$ cat src/rtl/i2s_stream_core.sv
// i2s_stream_core: oversampled I2S capture, channel mode and DAC
// serialiser, plus codec master clock, all in the CLOCK_50 domain.
//
// Ports:
//   CLOCK_50, reset          system clock, async active-high reset
//   AUD_BCLK/ADCLRCK/ADCDAT  codec-mastered ADC stream (sampled)
//   AUD_DACLRCK, AUD_DACDAT  DAC stream back to the codec
//   AUD_XCK                  codec master clock (CLOCK_50/XCK_DIV)
//   enable, mode             mute/valid gate; 00 pass 01 mute 10 swap 11 mono
//   left_sample/right_sample last good L/R pair, sample_valid pulse
//   frame_error              sticky short half-frame flag

module i2s_stream_core #(
  parameter int SAMPLE_WIDTH = 24,
  parameter int SYNC_STAGES  = 2,
  parameter int XCK_DIV      = 4
) (
  input  logic                    CLOCK_50,
  input  logic                    reset,
  input  logic                    AUD_BCLK,
  input  logic                    AUD_ADCLRCK,
  input  logic                    AUD_ADCDAT,
  output logic                    AUD_DACLRCK,
  output logic                    AUD_DACDAT,
  output logic                    AUD_XCK,
  input  logic                    enable,
  input  logic [1:0]              mode,
  output logic [SAMPLE_WIDTH-1:0] left_sample,
  output logic [SAMPLE_WIDTH-1:0] right_sample,
  output logic                    sample_valid,
  output logic                    frame_error
);

  localparam int W  = SAMPLE_WIDTH;
  localparam int CW = $clog2(W + 1);
  localparam int XW = $clog2(XCK_DIV);
  localparam logic [XW-1:0] XHALF = XW'(XCK_DIV / 2 - 1);
  localparam logic [CW-1:0] CMAX  = CW'(W);

  // ---------------- master clock ----------------
  logic [XW-1:0] xck_cnt;

  always_ff @(posedge CLOCK_50 or posedge reset) begin
    if (reset) begin
      xck_cnt <= '0;
      AUD_XCK <= 1'b0;
    end else if (xck_cnt == XHALF) begin
      xck_cnt <= '0;
      AUD_XCK <= ~AUD_XCK;
    end else begin
      xck_cnt <= xck_cnt + XW'(1);
    end
  end

  // ---------------- synchronisers ----------------
  logic [SYNC_STAGES-1:0] bclk_sr;
  logic [SYNC_STAGES-1:0] lrck_sr;
  logic [SYNC_STAGES-1:0] dat_sr;
  logic                   bclk_d;

  always_ff @(posedge CLOCK_50 or posedge reset) begin
    if (reset) begin
      bclk_sr <= '0;
      lrck_sr <= '0;
      dat_sr  <= '0;
      bclk_d  <= 1'b0;
    end else begin
      bclk_sr <= {bclk_sr[SYNC_STAGES-2:0], AUD_BCLK};
      lrck_sr <= {lrck_sr[SYNC_STAGES-2:0], AUD_ADCLRCK};
      dat_sr  <= {dat_sr[SYNC_STAGES-2:0], AUD_ADCDAT};
      bclk_d  <= bclk_sr[SYNC_STAGES-1];
    end
  end

  logic bclk_s;
  logic lrck_s;
  logic dat_s;
  logic bclk_rise;
  logic bclk_fall;
  logic lrck_prev;
  logic boundary;

  assign bclk_s    = bclk_sr[SYNC_STAGES-1];
  assign lrck_s    = lrck_sr[SYNC_STAGES-1];
  assign dat_s     = dat_sr[SYNC_STAGES-1];
  assign bclk_rise = bclk_s & ~bclk_d;
  assign bclk_fall = ~bclk_s & bclk_d;
  assign boundary  = bclk_rise & (lrck_s != lrck_prev);

  // ---------------- receive ----------------
  logic [CW-1:0] bit_cnt;
  logic [W-1:0]  rx_sr;
  logic [W-1:0]  hold_l;
  logic [W-1:0]  tx_left;
  logic [W-1:0]  tx_right;
  logic [W-1:0]  tx_l_nxt;
  logic [W-1:0]  tx_r_nxt;
  logic [W:0]    mono_sum;
  logic          synced;
  logic          left_ok;
  logic          live;
  logic          full;

  // A disabled block behaves as unsynced the moment enable drops.
  assign live = synced & enable;
  assign full = (bit_cnt == CMAX);

  // Mode applied to the pair just completed: hold_l and the
  // right word still sitting in the shift register.
  always_comb begin
    tx_l_nxt = hold_l;
    tx_r_nxt = rx_sr;
    mono_sum = {hold_l[W-1], hold_l} + {rx_sr[W-1], rx_sr};
    unique case (mode)
      2'b01: begin
        tx_l_nxt = '0;
        tx_r_nxt = '0;
      end
      2'b10: begin
        tx_l_nxt = rx_sr;
        tx_r_nxt = hold_l;
      end
      2'b11: begin
        tx_l_nxt = W'(mono_sum >> 1);
        tx_r_nxt = W'(mono_sum >> 1);
      end
      default: begin
      end
    endcase
  end

  always_ff @(posedge CLOCK_50 or posedge reset) begin
    if (reset) begin
      bit_cnt      <= '0;
      rx_sr        <= '0;
      hold_l       <= '0;
      lrck_prev    <= 1'b0;
      synced       <= 1'b0;
      left_ok      <= 1'b0;
      left_sample  <= '0;
      right_sample <= '0;
      sample_valid <= 1'b0;
      frame_error  <= 1'b0;
      tx_left      <= '0;
      tx_right     <= '0;
      AUD_DACLRCK  <= 1'b0;
    end else begin
      sample_valid <= 1'b0;
      AUD_DACLRCK  <= lrck_s;
      if (!enable) begin
        synced <= 1'b0;
      end
      if (bclk_rise) begin
        lrck_prev <= lrck_s;
        if (boundary) begin
          bit_cnt <= '0;
          if (lrck_s) begin
            // left half finished
            if (!live) begin
              left_ok <= 1'b0;
              if (enable) begin
                synced <= 1'b1;
              end
            end else if (full) begin
              hold_l  <= rx_sr;
              left_ok <= 1'b1;
            end else begin
              frame_error <= 1'b1;
              left_ok     <= 1'b0;
            end
          end else if (live) begin
            // right half finished: pair completion
            if (!full) begin
              frame_error <= 1'b1;
            end else if (left_ok) begin
              left_sample  <= hold_l;
              right_sample <= rx_sr;
              sample_valid <= 1'b1;
              tx_left      <= tx_l_nxt;
              tx_right     <= tx_r_nxt;
            end
          end
        end else if (!full) begin
          rx_sr   <= {rx_sr[W-2:0], dat_s};
          bit_cnt <= bit_cnt + CW'(1);
        end
      end
    end
  end

  // ---------------- transmit ----------------
  logic [W-1:0]  tx_sr;
  logic [CW-1:0] tx_cnt;

  // The load at a boundary sees tx_left/tx_right before any pair
  // update on the same strobe, so a new pair goes out next frame.
  always_ff @(posedge CLOCK_50 or posedge reset) begin
    if (reset) begin
      tx_sr      <= '0;
      tx_cnt     <= '0;
      AUD_DACDAT <= 1'b0;
    end else begin
      if (boundary) begin
        tx_sr  <= lrck_s ? tx_right : tx_left;
        tx_cnt <= '0;
      end else if (bclk_fall) begin
        if (tx_cnt != CMAX) begin
          AUD_DACDAT <= tx_sr[W-1];
          tx_sr      <= {tx_sr[W-2:0], 1'b0};
          tx_cnt     <= tx_cnt + CW'(1);
        end else begin
          AUD_DACDAT <= 1'b0;
        end
      end
      if (!enable) begin
        AUD_DACDAT <= 1'b0;
      end
    end
  end

endmodule

$ cat config.mk
export PLATFORM = sky130hd
export DESIGN_NAME = i2s_stream_core
export DESIGN_NICKNAME = d
export VERILOG_FILES = /design/src/rtl/i2s_stream_core.sv
export SDC_FILE = /design/constraint.sdc
export NUM_CORES = 1
export LEC_CHECK = 0
export CORE_ASPECT_RATIO = 1.1
export CORE_MARGIN = 4
export CORE_UTILIZATION = 30
export CTS_BUF_LIST = sky130_fd_sc_hd__clkbuf_4 sky130_fd_sc_hd__clkbuf_8
export CTS_CLUSTER_SIZE = 12
export DETAILED_ROUTE_END_ITERATION = 6
export PLACE_DENSITY = 0.49
export SLEW_MARGIN = 10
export SYNTH_ARGS = -nofsm -noshare
export SYNTH_HDL_FRONTEND = slang
export SYNTH_SLANG_ARGS = --single-unit
$ cat constraint.sdc
create_clock -name CLOCK_50 -period 7.2 [get_ports CLOCK_50]
set_input_delay 1.8 -clock CLOCK_50 [delete_from_list [all_inputs] [get_ports CLOCK_50]]
set_output_delay 1.8 -clock CLOCK_50 [all_outputs]
set_load 0.02 [all_outputs]
==> flow_metrics.env <==
export IMPL_cp_common_cell="o21ai_0"
export IMPL_cp_arrival_ns=4.67
export IMPL_endpoint_kind="flop"
export IMPL_clock_sinks=195
export IMPL_r2r_start="bit_cnt[0]"
export IMPL_crit_slowest_cell="or4_4"
export IMPL_worstMarginPinSlew_ns=0.887
export IMPL_htree_levels=4
export IMPL_synth_flop_cell="dfrtp_1"
export IMPL_synthArstFlopShare=1.00
export IMPL_syn_nets=1048
export IMPL_die_h_um=200
export IMPL_p_per_area_nw_per_um2=202
export IMPL_rsz0062_at_grt="false"
export IMPL_finalSetupTns_ns=0
export IMPL_synth_avg_cell_area_um2=9.91
export IMPL_grt_max_degree=71
export IMPL_hold_depth=0
export IMPL_fin_crit_sh=0.599
export IMPL_place_hpwl_mm=17.5
export IMPL_drive_gt1_frac=0.115
export IMPL_ff2ff_path_depth=9
export IMPL_yosys_warnings=0
export IMPL_initial_core_util=0.307
export IMPL_area_delta_synth_final_pct=13.3
export IMPL_die_area_um2=36400
export IMPL_core_um2=32600
export IMPL_crit_chain="clkdlybuf4s50_1, nand2_1, or4_4, inv_2, buf_4, o221ai_1, o21ai_0, o21ai_0"
export IMPL_first_pass_iters=5
export IMPL_status="finished clean"
export IMPL_nFillCells=3406
export IMPL_slowest_delay_ns=0.72
export IMPL_min_to="lrck_sr[1]"
export IMPL_setup_viol=0
export IMPL_peakVddDrop_uv=86.3
export IMPL_via_per_inst=5.04
export IMPL_ys_seq_area_frac=0.487
export IMPL_synthesis_area_um2=10000
export IMPL_cp_required_ns=7.56
export IMPL_reg2reg_to="tx_left[23]"
export IMPL_port_buffers=60
export IMPL_synth_top_area_frac=0.487
export IMPL_wl_per_cell_um=17.5
export IMPL_rows=69
export IMPL_hold_buffers=0
export IMPL_max_slew_margin=0.409
export IMPL_post_cts_resize_count=0
export IMPL_startpoint="enable"
export IMPL_cts_setup_buffers=0
export IMPL_syn_instance_count=1012
export IMPL_path_class="in2reg"
export IMPL_io_pins=61
export IMPL_wl_mm=25.9
export IMPL_yosys_area_top_type="dfrtp_1"
export IMPL_antenna_cells=0
export IMPL_drt_iter0_drc=545
export IMPL_max_clock_freq_ghz=0.232
export IMPL_drt_antenna_violating_nets=0
export IMPL_grt_pass1_vias=7505
export IMPL_drv_cap=0
export IMPL_drc_errors=0
export IMPL_grt_pass1_wl_mm=42.4
export IMPL_seq_area_um2=4880
export IMPL_synth_edff_count=0
export IMPL_ys_ff_latch=195
export IMPL_grtUsageTotal=0.145
export IMPL_finalWeightedCongestion=0.860
export IMPL_cts_root_buf="clkbuf_8"
export IMPL_place_inst=1449
export IMPL_worst_r2r_setup_slack_ns=4.06
export IMPL_vias=7471
export IMPL_cts_buffers_inserted=17
export IMPL_stdcell_count=1481
export IMPL_min_path_type="reg2reg"
export IMPL_synth_area_leaders="dfrtp_1, nand2_1, mux2_2"
export IMPL_crit_path_max_fanout=43
export IMPL_finalCriticalPeriod_ns=4.32
export IMPL_synth_distinct_cells=66
export IMPL_cts_tree="done"
export IMPL_grt_overflow_total=0
export IMPL_antenna_found_initial=0
export IMPL_hold_viol_final=0
export IMPL_start_kind="primary input"
export IMPL_clkTransAtPathRegs_ns=0.11
export IMPL_hold_start="lrck_sr[0]"
export IMPL_slew_violations=0
export IMPL_leakagePower_nw=5.37
export IMPL_yosys_top_cells_count="dfrtp_1, nand2_1, nor2_1, mux2_2, mux2i_1"
export IMPL_multi_input_area_um2=4820
export IMPL_skew_ns=0.0202
export IMPL_dieWidth_um=182
export IMPL_nets=1078
export IMPL_clkLatencyLatePin_ns=0.47
export IMPL_cts_root_to_sink_buffers=2
==> cell families (layout without fill, tap and decap cells) <==
| logic type | after synthesis | after routing | share of synthesized area |
|---|---|---|---|
| xor+xnor | 17 | 17 | 0.0148 |
| flops | 195 | 195 | 0.487 |
| buf+inv | 74 | 117 | 0.0341 |
| fa+ha+maj | 28 | 28 | 0.0357 |
| simple gates | 368 | 368 | 0.164 |
| compound gates | 216 | 216 | 0.144 |
| mux | 114 | 114 | 0.121 |
==> state kept, by name, indices dropped and copies added (netlist names), 24 cells and up <==
signal        count
tx_right         24
hold_l           24
tx_left          24
tx_sr            24
rx_sr            24
left_sample      24
right_sample     24
==> worst max path at each step <==
| stage | to | slack, ns | depth (start not counted) |
|---|---|---|---|
| global placement | tx_left[23] | 2.43 | 8 |
| CTS | tx_left[23] | 2.91 | 8 |
| global route | tx_right[23] | 2.70 | 8 |
| floorplan | AUD_DACDAT | 0.09 | 1 |
| detailed placement | tx_left[23] | 2.40 | 8 |
| finish | tx_left[23] | 2.88 | 8 |
==> through the flow <==
| step | total power [mW] | area (um^2) | worst slack, ns | hold slack [ns] | utilization |
|---|---|---|---|---|---|
| 3_3_place_gp | 1.61 | 11000 | 2.43 | 0.338 | 0.336 |
| 2_1_floorplan | 1.50 | 10000 | 0.0878 | 0.331 | - |
| 6_report | 2.30 | 11400 | 2.88 | 0.362 | 0.348 |
| 3_5_place_dp | 1.61 | 11000 | 2.40 | 0.336 | 0.336 |
| 4_1_cts | 2.33 | 11400 | 2.91 | 0.364 | 0.348 |
| 5_1_grt | 2.43 | 11400 | 2.70 | 0.367 | 0.348 |
==> routing by layer <==
layer	vias to the layer above	global-route usage	routed length [um]
met3	24	0.0257	949
li1	3649	-	-
met2	138	0.221	11500
met1	3660	0.215	13000
met4	0	0.0386	382
met5	-	0	0
==> final cells by class <==
type	instances	area share
clock buffers	20	0.0231
clock inverters	12	0.0107
inverters	13	0.00495
multi-input cells	743	0.425
flip-flops and latches	195	0.429
well taps	426	0.0469
repair buffers	72	0.0603
==> power by group <==
group	leakage, nW	total, mW	internal, mW	switching (mW)
clock network	0.196	0.711	0.298	0.413
registers	2.67	1.25	1.15	0.0972
logic	2.50	0.340	0.140	0.200
total	5.37	2.30	1.59	0.710
==> layout by cell type (no fill, tap or decap), types with 13 or more instances in the layout <==
cell             instances
a21oi_1                 53
mux2i_1                 56
nand2_1                195
o21a_1                  13
a31oi_1                 16
nor3_1                  23
nor2_1                  75
clkdlybuf4s50_1         59
o21ai_0                 50
a221o_1                 23
dfrtp_1                195
mux2_2                  58
ha_1                    27
nand4_1                 13
clkbuf_8                18
==> critical path: cells and delay by family <==
family / cells / cell delay (ns)
buf+inv: 3 / 1.60
compound gates: 3 / 0.40
simple gates: 2 / 0.85
(Power assumes the default switching activity.)
